--- src/rtl/alu_arb_if.sv ---
// Bundle of the two requester channels, the ALU drive/result pair and the response
// channel. The slave modport is the arbiter's view; master is the client/ALU side.
interface alu_arb_if;
  logic       v0;
  logic       r0;
  logic [3:0] s0;
  logic [3:0] a0;
  logic [3:0] b0;
  logic       v1;
  logic       r1;
  logic [3:0] s1;
  logic [3:0] a1;
  logic [3:0] b1;
  logic [3:0] alu_s;
  logic [3:0] alu_a;
  logic [3:0] alu_b;
  logic [7:0] alu_y;
  logic       vld;
  logic       rdy;
  logic [7:0] y;
  logic       id;
  logic       err;
  logic [7:0] cnt;

  modport slave (
    input  v0, s0, a0, b0, v1, s1, a1, b1, alu_y, rdy,
    output r0, r1, alu_s, alu_a, alu_b, vld, y, id, err, cnt
  );

  modport master (
    output v0, s0, a0, b0, v1, s1, a1, b1, alu_y, rdy,
    input  r0, r1, alu_s, alu_a, alu_b, vld, y, id, err, cnt
  );
endinterface

--- src/rtl/alu_arb.sv ---
// Round-robin arbiter/sequencer for two clients sharing one external combinational ALU.
// Accept -> capture -> respond, with divide/modulo-by-zero screening on capture.
module alu_arb (
  input  logic     clk,
  input  logic     rst,
  alu_arb_if.slave bus
);

  typedef enum logic [1:0] {StIdle, StExec, StResp} state_e;

  state_e     state_q, state_d;
  logic       last_q, last_d;
  logic [3:0] alu_s_q, alu_s_d;
  logic [3:0] alu_a_q, alu_a_d;
  logic [3:0] alu_b_q, alu_b_d;
  logic [7:0] y_q, y_d;
  logic       id_q, id_d;
  logic       err_q, err_d;
  logic [7:0] cnt_q, cnt_d;

  logic gnt0, gnt1, div_zero;

  // last_q names the previous grantee; on a tie the other requester wins.
  assign gnt0     = bus.v0 & (~bus.v1 | last_q);
  assign gnt1     = bus.v1 & (~bus.v0 | ~last_q);
  assign div_zero = ((alu_s_q == 4'b0011) || (alu_s_q == 4'b0100)) && (alu_b_q == 4'd0);

  always_comb begin
    state_d = state_q;
    last_d  = last_q;
    alu_s_d = alu_s_q;
    alu_a_d = alu_a_q;
    alu_b_d = alu_b_q;
    y_d     = y_q;
    id_d    = id_q;
    err_d   = err_q;
    cnt_d   = cnt_q;
    unique case (state_q)
      StIdle: begin
        if (gnt0) begin
          alu_s_d = bus.s0;
          alu_a_d = bus.a0;
          alu_b_d = bus.b0;
          id_d    = 1'b0;
          last_d  = 1'b0;
          state_d = StExec;
        end else if (gnt1) begin
          alu_s_d = bus.s1;
          alu_a_d = bus.a1;
          alu_b_d = bus.b1;
          id_d    = 1'b1;
          last_d  = 1'b1;
          state_d = StExec;
        end
      end
      StExec: begin
        y_d     = div_zero ? 8'hFF : bus.alu_y;
        err_d   = div_zero;
        state_d = StResp;
      end
      StResp: begin
        if (bus.rdy) begin
          cnt_d   = cnt_q + 8'd1;
          state_d = StIdle;
        end
      end
      default: state_d = StIdle;
    endcase
  end

  always_ff @(posedge clk or posedge rst) begin
    if (rst) begin
      state_q <= StIdle;
      last_q  <= 1'b1;
      alu_s_q <= 4'd0;
      alu_a_q <= 4'd0;
      alu_b_q <= 4'd0;
      y_q     <= 8'd0;
      id_q    <= 1'b0;
      err_q   <= 1'b0;
      cnt_q   <= 8'd0;
    end else begin
      state_q <= state_d;
      last_q  <= last_d;
      alu_s_q <= alu_s_d;
      alu_a_q <= alu_a_d;
      alu_b_q <= alu_b_d;
      y_q     <= y_d;
      id_q    <= id_d;
      err_q   <= err_d;
      cnt_q   <= cnt_d;
    end
  end

  // Ready is suppressed during reset even though state already reads idle.
  assign bus.r0    = (state_q == StIdle) & gnt0 & ~rst;
  assign bus.r1    = (state_q == StIdle) & gnt1 & ~rst;
  assign bus.vld   = (state_q == StResp);
  assign bus.alu_s = alu_s_q;
  assign bus.alu_a = alu_a_q;
  assign bus.alu_b = alu_b_q;
  assign bus.y     = y_q;
  assign bus.id    = id_q;
  assign bus.err   = err_q;
  assign bus.cnt   = cnt_q;

endmodule

--- src/flat_wrapper.sv ---
// flat-port wrapper written by rule: the top's interface ports become plain ports
module alu_arb_flat 
  (clk, rst, bus_v0, bus_s0, bus_a0, bus_b0, bus_v1, bus_s1, bus_a1, bus_b1, bus_alu_y, bus_rdy, bus_r0, bus_r1, bus_alu_s, bus_alu_a, bus_alu_b, bus_vld, bus_y, bus_id, bus_err, bus_cnt);
  alu_arb_if bus_i ();
  input  logic clk;
  input  logic rst;
  input wire logic [$bits(bus_i.v0)-1:0] bus_v0;
  input wire logic [$bits(bus_i.s0)-1:0] bus_s0;
  input wire logic [$bits(bus_i.a0)-1:0] bus_a0;
  input wire logic [$bits(bus_i.b0)-1:0] bus_b0;
  input wire logic [$bits(bus_i.v1)-1:0] bus_v1;
  input wire logic [$bits(bus_i.s1)-1:0] bus_s1;
  input wire logic [$bits(bus_i.a1)-1:0] bus_a1;
  input wire logic [$bits(bus_i.b1)-1:0] bus_b1;
  input wire logic [$bits(bus_i.alu_y)-1:0] bus_alu_y;
  input wire logic [$bits(bus_i.rdy)-1:0] bus_rdy;
  output wire logic [$bits(bus_i.r0)-1:0] bus_r0;
  output wire logic [$bits(bus_i.r1)-1:0] bus_r1;
  output wire logic [$bits(bus_i.alu_s)-1:0] bus_alu_s;
  output wire logic [$bits(bus_i.alu_a)-1:0] bus_alu_a;
  output wire logic [$bits(bus_i.alu_b)-1:0] bus_alu_b;
  output wire logic [$bits(bus_i.vld)-1:0] bus_vld;
  output wire logic [$bits(bus_i.y)-1:0] bus_y;
  output wire logic [$bits(bus_i.id)-1:0] bus_id;
  output wire logic [$bits(bus_i.err)-1:0] bus_err;
  output wire logic [$bits(bus_i.cnt)-1:0] bus_cnt;
  assign bus_i.v0 = bus_v0;
  assign bus_i.s0 = bus_s0;
  assign bus_i.a0 = bus_a0;
  assign bus_i.b0 = bus_b0;
  assign bus_i.v1 = bus_v1;
  assign bus_i.s1 = bus_s1;
  assign bus_i.a1 = bus_a1;
  assign bus_i.b1 = bus_b1;
  assign bus_i.alu_y = bus_alu_y;
  assign bus_i.rdy = bus_rdy;
  assign bus_r0 = bus_i.r0;
  assign bus_r1 = bus_i.r1;
  assign bus_alu_s = bus_i.alu_s;
  assign bus_alu_a = bus_i.alu_a;
  assign bus_alu_b = bus_i.alu_b;
  assign bus_vld = bus_i.vld;
  assign bus_y = bus_i.y;
  assign bus_id = bus_i.id;
  assign bus_err = bus_i.err;
  assign bus_cnt = bus_i.cnt;
  alu_arb u_core (.clk(clk), .rst(rst), .bus(bus_i));
endmodule
--- config.mk ---
export PLATFORM = sky130hd
export DESIGN_NAME = alu_arb_flat
export DESIGN_NICKNAME = d
export VERILOG_FILES = /design/src/rtl/alu_arb_if.sv /design/src/rtl/alu_arb.sv /design/src/flat_wrapper.sv
export SDC_FILE = /design/constraint.sdc
export NUM_CORES = 1
export LEC_CHECK = 0
export CAP_MARGIN = 30
export CORE_MARGIN = 5
export CORE_UTILIZATION = 38
export DETAILED_ROUTE_END_ITERATION = 10
export HOLD_SLACK_MARGIN = 0.1
export PLACE_DENSITY = 0.76
export SLEW_MARGIN = 20
export SYNTH_ARGS = -nofsm -noshare
export SYNTH_HDL_FRONTEND = slang
export SYNTH_SLANG_ARGS = --single-unit
--- constraint.sdc ---
create_clock -name clk -period 1.2 [get_ports clk]
set_input_delay 0.18 -clock clk [delete_from_list [all_inputs] [get_ports clk]]
set_output_delay 0.18 -clock clk [all_outputs]
set_load 0.01 [all_outputs]
== After elaboration in Yosys (flattened, before gate mapping) ==
Index checks and enable logic that the tools add are counted.
W data, S select, Z words.

* Register bits after elaboration: 33
* Latch bits: 0
* Memory bits (writable): 0
* ROM bits: 0
* Input port bits: 37
* Output and inout bits: 33
* Memories: 0

* Add/subtract/negate cells: 1
* Multiply operators: 0
* Divide/modulo/power cells: 0
* Magnitude comparators: 0
* Equality and inequality tests: 6
* Shift-type cells: 0
* Muxes and demuxes: 13
* Bitwise operators: 12
* Reduce and logical (&&, ||, !) cells: 8

{| class="wikitable"
|+ Operators by type and width
! cell !! count
|-
| $mux W4 || 6
|-
| $add A8 B1 Y8 const B || 1
|-
| $mux W8 || 1
|-
| $and A1 B1 Y1 || 6
|-
| $mux W2 || 3
|-
| $pmux W2 S3 || 1
|-
| $reduce_and A2 Y1 || 3
|-
| $eq A4 B2 Y1 const B || 1
|-
| $eq A4 B3 Y1 const B || 1
|-
| $logic_not A4 Y1 || 1
|-
| $not A1 Y1 || 4
|-
| $ne A3 B1 Y1 const B || 1
|-
| $eq A2 B1 Y1 const B || 1
|-
| $eq A2 B2 Y1 const B || 1
|-
| $logic_not A2 Y1 || 1
|-
| $mux W1 || 2
|-
| $ne A2 B2 Y1 const B || 1
|-
| $or A1 B1 Y1 || 2
|-
| $reduce_bool A2 Y1 || 1
|-
| $logic_and A1 B1 Y1 || 1
|-
| $logic_or A1 B1 Y1 || 1
|}

== Depth between registers and ports, before layout ==
Gate-level depths: netlist (run 1).

* Depth after elaboration: 6
* Depth in mapped cells: 4
* Depth with buffers taken out: 4

== Least setup slack after synthesis (run 1) ==
OpenSTA, ideal clock, no wires.

* Path type: input to output
* From: in rst
* To: out bus_r0
* Data arrival time: 1212 ps
* Required time: 1020 ps
* Slack: -192 ps
* Cell stages on the path: 2
* Cells stage by stage: inv_1 -> and3_1

* Cells in the longest elaborated chain, start to end: 2

{| class="wikitable"
|+ RTL lines
! item !! line !! RTL
|-
| start: declaration || flat_wrapper.sv:6 || <nowiki>input logic rst;</nowiki>
|-
| $not A1 Y1 || alu_arb.sv:96 || <nowiki>assign bus.r0 = (state_q == StIdle) & gnt0 & ~rst;</nowiki>
|-
| $and A1 B1 Y1 || alu_arb.sv:96 ||
|-
| end: declaration || flat_wrapper.sv:17 || <nowiki>output wire logic [$bits(bus_i.r0)-1:0] bus_r0;</nowiki>
|}

Every way passes these cells.

== Worst setup path after layout (run 1) ==
* From: reg u_core.last_q
* To: out bus_r1

* Cells in the longest elaborated chain, start to end: 5

{| class="wikitable"
|+ RTL lines
! item !! line !! RTL
|-
| start: declaration || alu_arb.sv:12 || <nowiki>logic last_q, last_d;</nowiki>
|-
| start signal: assignment || alu_arb.sv:84 || <nowiki>last_q <= last_d;</nowiki>
|-
| $not A1 Y1 || alu_arb.sv:25 || <nowiki>assign gnt1 = bus.v1 & (~bus.v0 | ~last_q);</nowiki>
|-
| $or A1 B1 Y1 || alu_arb.sv:25 ||
|-
| $and A1 B1 Y1 || alu_arb.sv:25 ||
|-
| $and A1 B1 Y1 (2 in a row) || alu_arb.sv:97 || <nowiki>assign bus.r1 = (state_q == StIdle) & gnt1 & ~rst;</nowiki>
|-
| end: declaration || flat_wrapper.sv:18 || <nowiki>output wire logic [$bits(bus_i.r1)-1:0] bus_r1;</nowiki>
|}

Every way passes these cells.

==> metrics, run 1 <==
status finished with violations; failing checks negative setup slack; unrepaired setup endpoints after global routing yes; Initial Util 39.9%; number of buffers created by CTS 5; post-synthesis average cell area 10.1 sq um; I/O Pins 70; drt drc 0; Initial DRC Count 39; Yosys top cell by area dfrtp_1; most frequent cell after synthesis dfrtp_1; Reg clk slew, reported paths 0.07 ns; Final Core Density 74.4%; core box area 4090 sq um; static leakage 0.00131 uW; Final Skew 0.00752 ns; drt wl/cell 15.7 um; DRT Pass-1 Iters 4; Max FO, Critical Path 2; number of diodes 0; part of the Yosys area used for sequential elements 50.7%; Final WS setup -0.242 ns; DPL Wire Length 3.13 mm; largest cells by area after synthesis dfrtp_1 49%, a21oi_1 7.4%, a31oi_2 6.9%; EDFF count, synth 0; fraction of final layout cells with drive strength greater than 1 40.2%; Post-Synth XOR/XNOR Area 3.76%; DR vias/cell 5.12; ys flop type dfrtp_1; Port Buf Inserts 69; MaxCap Viol Count 0; clock sink count 33; CP arrival 1.26 ns; slew at the pin closest to its max-slew limit 0.423 ns; Placer Congestion 0.756; yosys warns 0; drt total wl 5.05 mm; post-synthesis mux area share 0.691%; Slew HR 71.8%; commonest cells in the netlist 32 x dfrtp_1, 24 x a21oi_1, 21 x nor2_1, 14 x o21ai_0, 12 x nand3b_1; Post-CTS Hold Buffers 0; synth-to-layout area growth 86.4%; Slew Limit Fails 0; post-synth top area share 49.1%; placed cells 289; Power Density 2290 nW/um^2; final hold violations 0; Cell Rows 23; Post-synth ARST share 100%; # fillers 291; CP Data Required Time 1.02 ns; compound-gate portion of the synthesized area 20.9%; GRT overflow 0; Synth Area in Simple Gates 19.2%; Peak Freq 693 MHz; critical path capture point type primary output; Die X-Extent 75.5 um; Synth cell types 33; #FFs+latches synth 33; GRT Total Usage 17.3%; TritonCTS clock tree built; total power 6950 uW; Final Cycle Share 120%; Worst IR Drop VDD 0.00150 V; H-tree levels 2; Gate Count Post-Synth 162; die area 5700 sq um; largest net degree at the start of global routing 34; antenna viol nets, final 0; Total Nets Final 309; class of the worst hold path in -> reg; largest family of logic cells by synthesized area compound AO/OA/AOI/OAI gates; first-pass GRT wire length 7.38 mm; Vias 1,644; Synth Area in Adders 0.767%; WS Path Type reg -> out; clk_lat worst skew 0.28 ns; clock buffer depth 2; syn nets 200; initial antenna violation count 0; element type at the critical path start flop; Tmin final 1.44 ns; Mapped Area 1630 sq um; vias in the first global route 1,609; non-filler cells, final 321; # setup viols final 32; root buf cell clkbuf_8; Die H 75.5 um
==> critical path, cell delays in order, from the launching register on <==
cell and delay (ns):
dfstp_2 0.57, buf_6 0.11, a21oi_2 0.04, and3_1 0.13
buf_2 0.13
==> final timing paths <==
path | slack, ns | start | cells past startpoint | to
hold / removal | 0.34 | bus_v0 | 4 | u_core.bus.id$_DFFE_PP0P_
hold reg to reg | 0.47 | u_core.bus.cnt[7]$_DFFE_PP0P_ | 1 | u_core.bus.cnt[7]$_DFFE_PP0P_
setup / recovery | -0.24 | u_core.last_q$_DFFE_PP1P_ | 4 | bus_r1
setup reg to reg | -0.20 | u_core.state_q[1]$_DFFE_PP0P_ | 6 | u_core.bus.alu_b[3]$_DFFE_PP0P_
min in group asynchronous | 0.42 | rst | 3 | u_core.bus.alu_b[3]$_DFFE_PP0P_
max in group asynchronous | 0.45 | rst | 3 | u_core.bus.alu_s[0]$_DFFE_PP0P_
==> layout by cell type (no fill, tap or decap), types with 5 or more instances in the layout <==
cell              n
clkdlybuf4s50_1  35
dfrtp_1          31
buf_4            26
dlygate4sd2_1    23
a21oi_1          14
nand3b_1         12
nor2_4           10
a21oi_2          10
o21ai_0           9
buf_6             9
nor2_2            8
clkbuf_8          6
xor2_1            5
a31oi_2           5
==> where the power goes <==
| group | switching, uW | leakage [uW] | internal (uW) | total [uW] |
|---|---|---|---|---|
| logic | 1860 | 0.000880 | 2230 | 4090 |
| clock network | 380 | 0.0000443 | 455 | 834 |
| registers | 420 | 0.000386 | 1610 | 2030 |
| total | 2660 | 0.00131 | 4300 | 6950 |
==> flip-flops by register name, summed over array words and instances, names as in the netlist <==
register,cells
u_core.bus.alu_b,4
u_core.bus.alu_a,4
u_core.last_q,1
u_core.bus.alu_s,4
u_core.bus.err,1
u_core.bus.id,1
u_core.bus.y,8
u_core.state_q,2
u_core.bus.cnt,8
==> final cells by class <==
class	instances	area [sq um]	share of cell area (%)
Clock buffer	7	86.3	2.84
Inverter	3	15.0	0.494
Multi-Input combinational cell	120	1030	33.8
Sequential cell	33	828	27.3
Tap cell	50	62.6	2.06
Timing Repair Buffer	108	1020	33.6
==> through the flow <==
stage               area [sq um]  setup TNS (ns)  hold slack [ns]  setup WS [ns]
global route                3040           -5.07            0.356         -0.302
CTS                         2670           -3.18            0.440         -0.253
global placement            2480           -8.84            0.461         -0.547
floorplan                   1640        -0.00741            0.117       -0.00741
finish                      3040           -3.52            0.335         -0.242
detailed placement          2480           -9.99            0.466         -0.556
==> cell families after synthesis <==
kind of cell / count (synthesis)
DFF: 33
adders and majority gates: 1
muxes: 1
AOI/OAI and AO/OA: 52
and+or+nand+nor: 56
buffers and inverters: 12
xor gates and xnor gates: 7
==> layer usage <==
metal / GRT usage [%] / part of all wire [%] / vias up
met4: 4.08 / 0.93 / 0
met5: 0 / 0 / -
met1: 18.7 / 39 / 786
met2: 31.0 / 52 / 56
li1: - / - / 796
met3: 7.78 / 8.3 / 6
==> what timing repair did <==
action,in CTS,in global routing
pin swaps,11,18
endpoints found under the setup margin,61,41
buffers inserted,7,14
gates cloned,2,3
resized for setup,63,68
hold endpoints to repair,0,0
(Power assumes the default switching activity.)
==> inputs of run 2 (changes only) <==
--- a/config.mk
+++ b/config.mk
@@ -5,11 +5,11 @@
 export SDC_FILE = /design/constraint.sdc
 export NUM_CORES = 1
 export LEC_CHECK = 0
-export CAP_MARGIN = 30
+export CAP_MARGIN = 20
 export CORE_MARGIN = 5
 export CORE_UTILIZATION = 38
 export DETAILED_ROUTE_END_ITERATION = 10
-export HOLD_SLACK_MARGIN = 0.1
+export HOLD_SLACK_MARGIN = 0.03
 export PLACE_DENSITY = 0.76
 export SLEW_MARGIN = 20
 export SYNTH_ARGS = -nofsm -noshare
==> results of run 2 <==
The final DEF is identical to that of run 1; final timing and power are the same.
==> inputs of run 3 (changes only) <==
--- a/config.mk
+++ b/config.mk
@@ -5,10 +5,12 @@
 export SDC_FILE = /design/constraint.sdc
 export NUM_CORES = 1
 export LEC_CHECK = 0
+export ABC_CLOCK_PERIOD_IN_PS = 1200
 export CAP_MARGIN = 20
 export CORE_MARGIN = 5
 export CORE_UTILIZATION = 38
 export DETAILED_ROUTE_END_ITERATION = 10
+export GPL_TIMING_DRIVEN = 0
 export HOLD_SLACK_MARGIN = 0.03
 export PLACE_DENSITY = 0.76
 export SLEW_MARGIN = 20
==> metrics, run 3 (synthesized netlist as in run 1, its figures left out) <==
status finished with violations; failing checks negative setup slack; drt total wl 5.07 mm; die area 5700 sq um; Reg clk slew, reported paths 0.07 ns; MaxCap Viol Count 0; FF-to-FF End u_core.bus.alu_a[3]$_DFFE_PP0P_; Post-CTS Hold Buffers 0; Placer Congestion 0.791; number of diodes 0; antenna viol nets, final 0; synth-to-layout area growth 77.2%; Peak Freq 693 MHz; Final Core Density 70.7%; TritonCTS clock tree built; commonest non-fill, non-tap cell in the layout clkdlybuf4s50_1; Max FO, Critical Path 3; Cell Rows 23; element type at the critical path start flop; DRT Pass-1 Iters 4; GRT overflow 0; unrepaired setup endpoints after global routing yes; WHS Endpoint u_core.last_q$_DFFE_PP1P_; slew at the pin closest to its max-slew limit 0.830 ns; CP Data Required Time 1.02 ns; H-tree levels 2; clock buffer depth 2; I/O Pins 70; DPL Wire Length 3.09 mm; number of buffers created by CTS 5; Slew HR 44.3%; Die H 75.5 um; Port Buf Inserts 69; CP arrival 1.26 ns; worst reg-to-reg setup slack -0.15 ns; largest net degree at the start of global routing 18; Tmin final 1.44 ns; WS Path Type reg -> out; total negative slack -2.23 ns; first-pass GRT wire length 7.62 mm; Worst IR Drop VDD 0.00104 V; core box area 4090 sq um; Initial Util 39.9%; final hold violations 0; Worst Hold Depth 3; Final Cycle Share 120%; drt wl/cell 16.2 um; most frequent cells in the layout 34 x clkdlybuf4s50_1, 29 x dfrtp_1, 26 x dlygate4sd2_1; root buf cell clkbuf_8; critical path capture point type primary output; Initial DRC Count 79; static leakage 0.00126 uW; initial antenna violation count 0; class of the worst hold path in -> reg; placed cells 281; Reg2Reg Depth 5; Slew Limit Fails 0; reg2reg start u_core.last_q$_DFFE_PP1P_; clock sink count 33; origin of the worst min-delay path bus_v1; Final Skew 0.00412 ns; drt drc 0; DR vias/cell 5.25; Vias 1,650; vias in the first global route 1,641; # setup viols final 31; non-filler cells, final 314; Die X-Extent 75.5 um; Final WS setup -0.244 ns; Total Nets Final 302; GRT Total Usage 17.7%; clk_lat worst skew 0.28 ns; Power Density 2260 nW/um^2; total power 6540 uW; fraction of final layout cells with drive strength greater than 1 34.1%
==> run 3: cell count changes in the layout (fill, tap and decap cells not counted), sizes merged, moves of 2 or more <==
cell | before | now
dlygate4sd2 | 23 | 26
clkbuf | 12 | 10
buf | 40 | 33
clkdlybuf4s15 | 4 | 6
==> run 3: per-stage QoR <==
stage                     area, sq um  worst slack, ns  hold slack, ns
after floorplan                  1640         -0.00741           0.117
after global routing             2890           -0.277           0.388
after CTS                        2700           -0.252           0.355
after global placement           2390            -1.23           0.460
after detailed placement         2390            -1.25           0.464
final                            2890           -0.244           0.377
==> run 3: cell type report <==
class | instances | area [sq um]
Multi-Input combinational cell | 118 | 918
Timing Repair inverter | 1 | 5.00
Inverter | 3 | 15.0
Tap cell | 50 | 62.6
Timing Repair Buffer | 94 | 888
Buffer | 8 | 82.6
Clock buffer | 7 | 86.3
Fill cell | 315 | 1200
Sequential cell | 33 | 831
==> run 3: critical path, stage by stage (launching register included) <==
cell     delay (ns)
dfstp_2        0.57
nor2b_4        0.05
nor2_2         0.09
and3_1         0.15
buf_2          0.12
==> run 3: per-layer routing <==
metal  global-route usage (%)  vias up  routed length (um)
met5                        0        -                   0
met4                     4.66        0                  32
met3                     5.80        4                 415
met2                     31.5       64                2560
met1                     20.3      795                2060
li1                         -      787                   -
==> run 3: how the worst max path moves through the flow <==
stage	endpoint	cells past startpoint	start	slack, ns
finish	bus_r0	4	u_core.last_q$_DFFE_PP1P_	-0.24
floorplan	u_core.bus.cnt[1]$_DFFE_PP0P_	3	u_core.state_q[0]$_DFFE_PP0P_	-0.007
detailed placement	bus_r0	4	rst	-1.25
global placement	bus_r0	4	rst	-1.23
CTS	bus_r0	4	u_core.last_q$_DFFE_PP1P_	-0.25
global route	bus_r0	4	u_core.last_q$_DFFE_PP1P_	-0.28
==> run 3: what timing repair did <==
item	in CTS	in global routing
endpoints found under the setup margin	58	39
pin swaps	21	9
gates resized for setup	87	43
cloned	3	2
buffers inserted	18	6
hold endpoints to repair	0	0
==> run 3: power breakdown <==
group	internal, uW	switching [uW]
logic	1990	1690
clock network	455	394
registers	1620	395
total	4060	2480
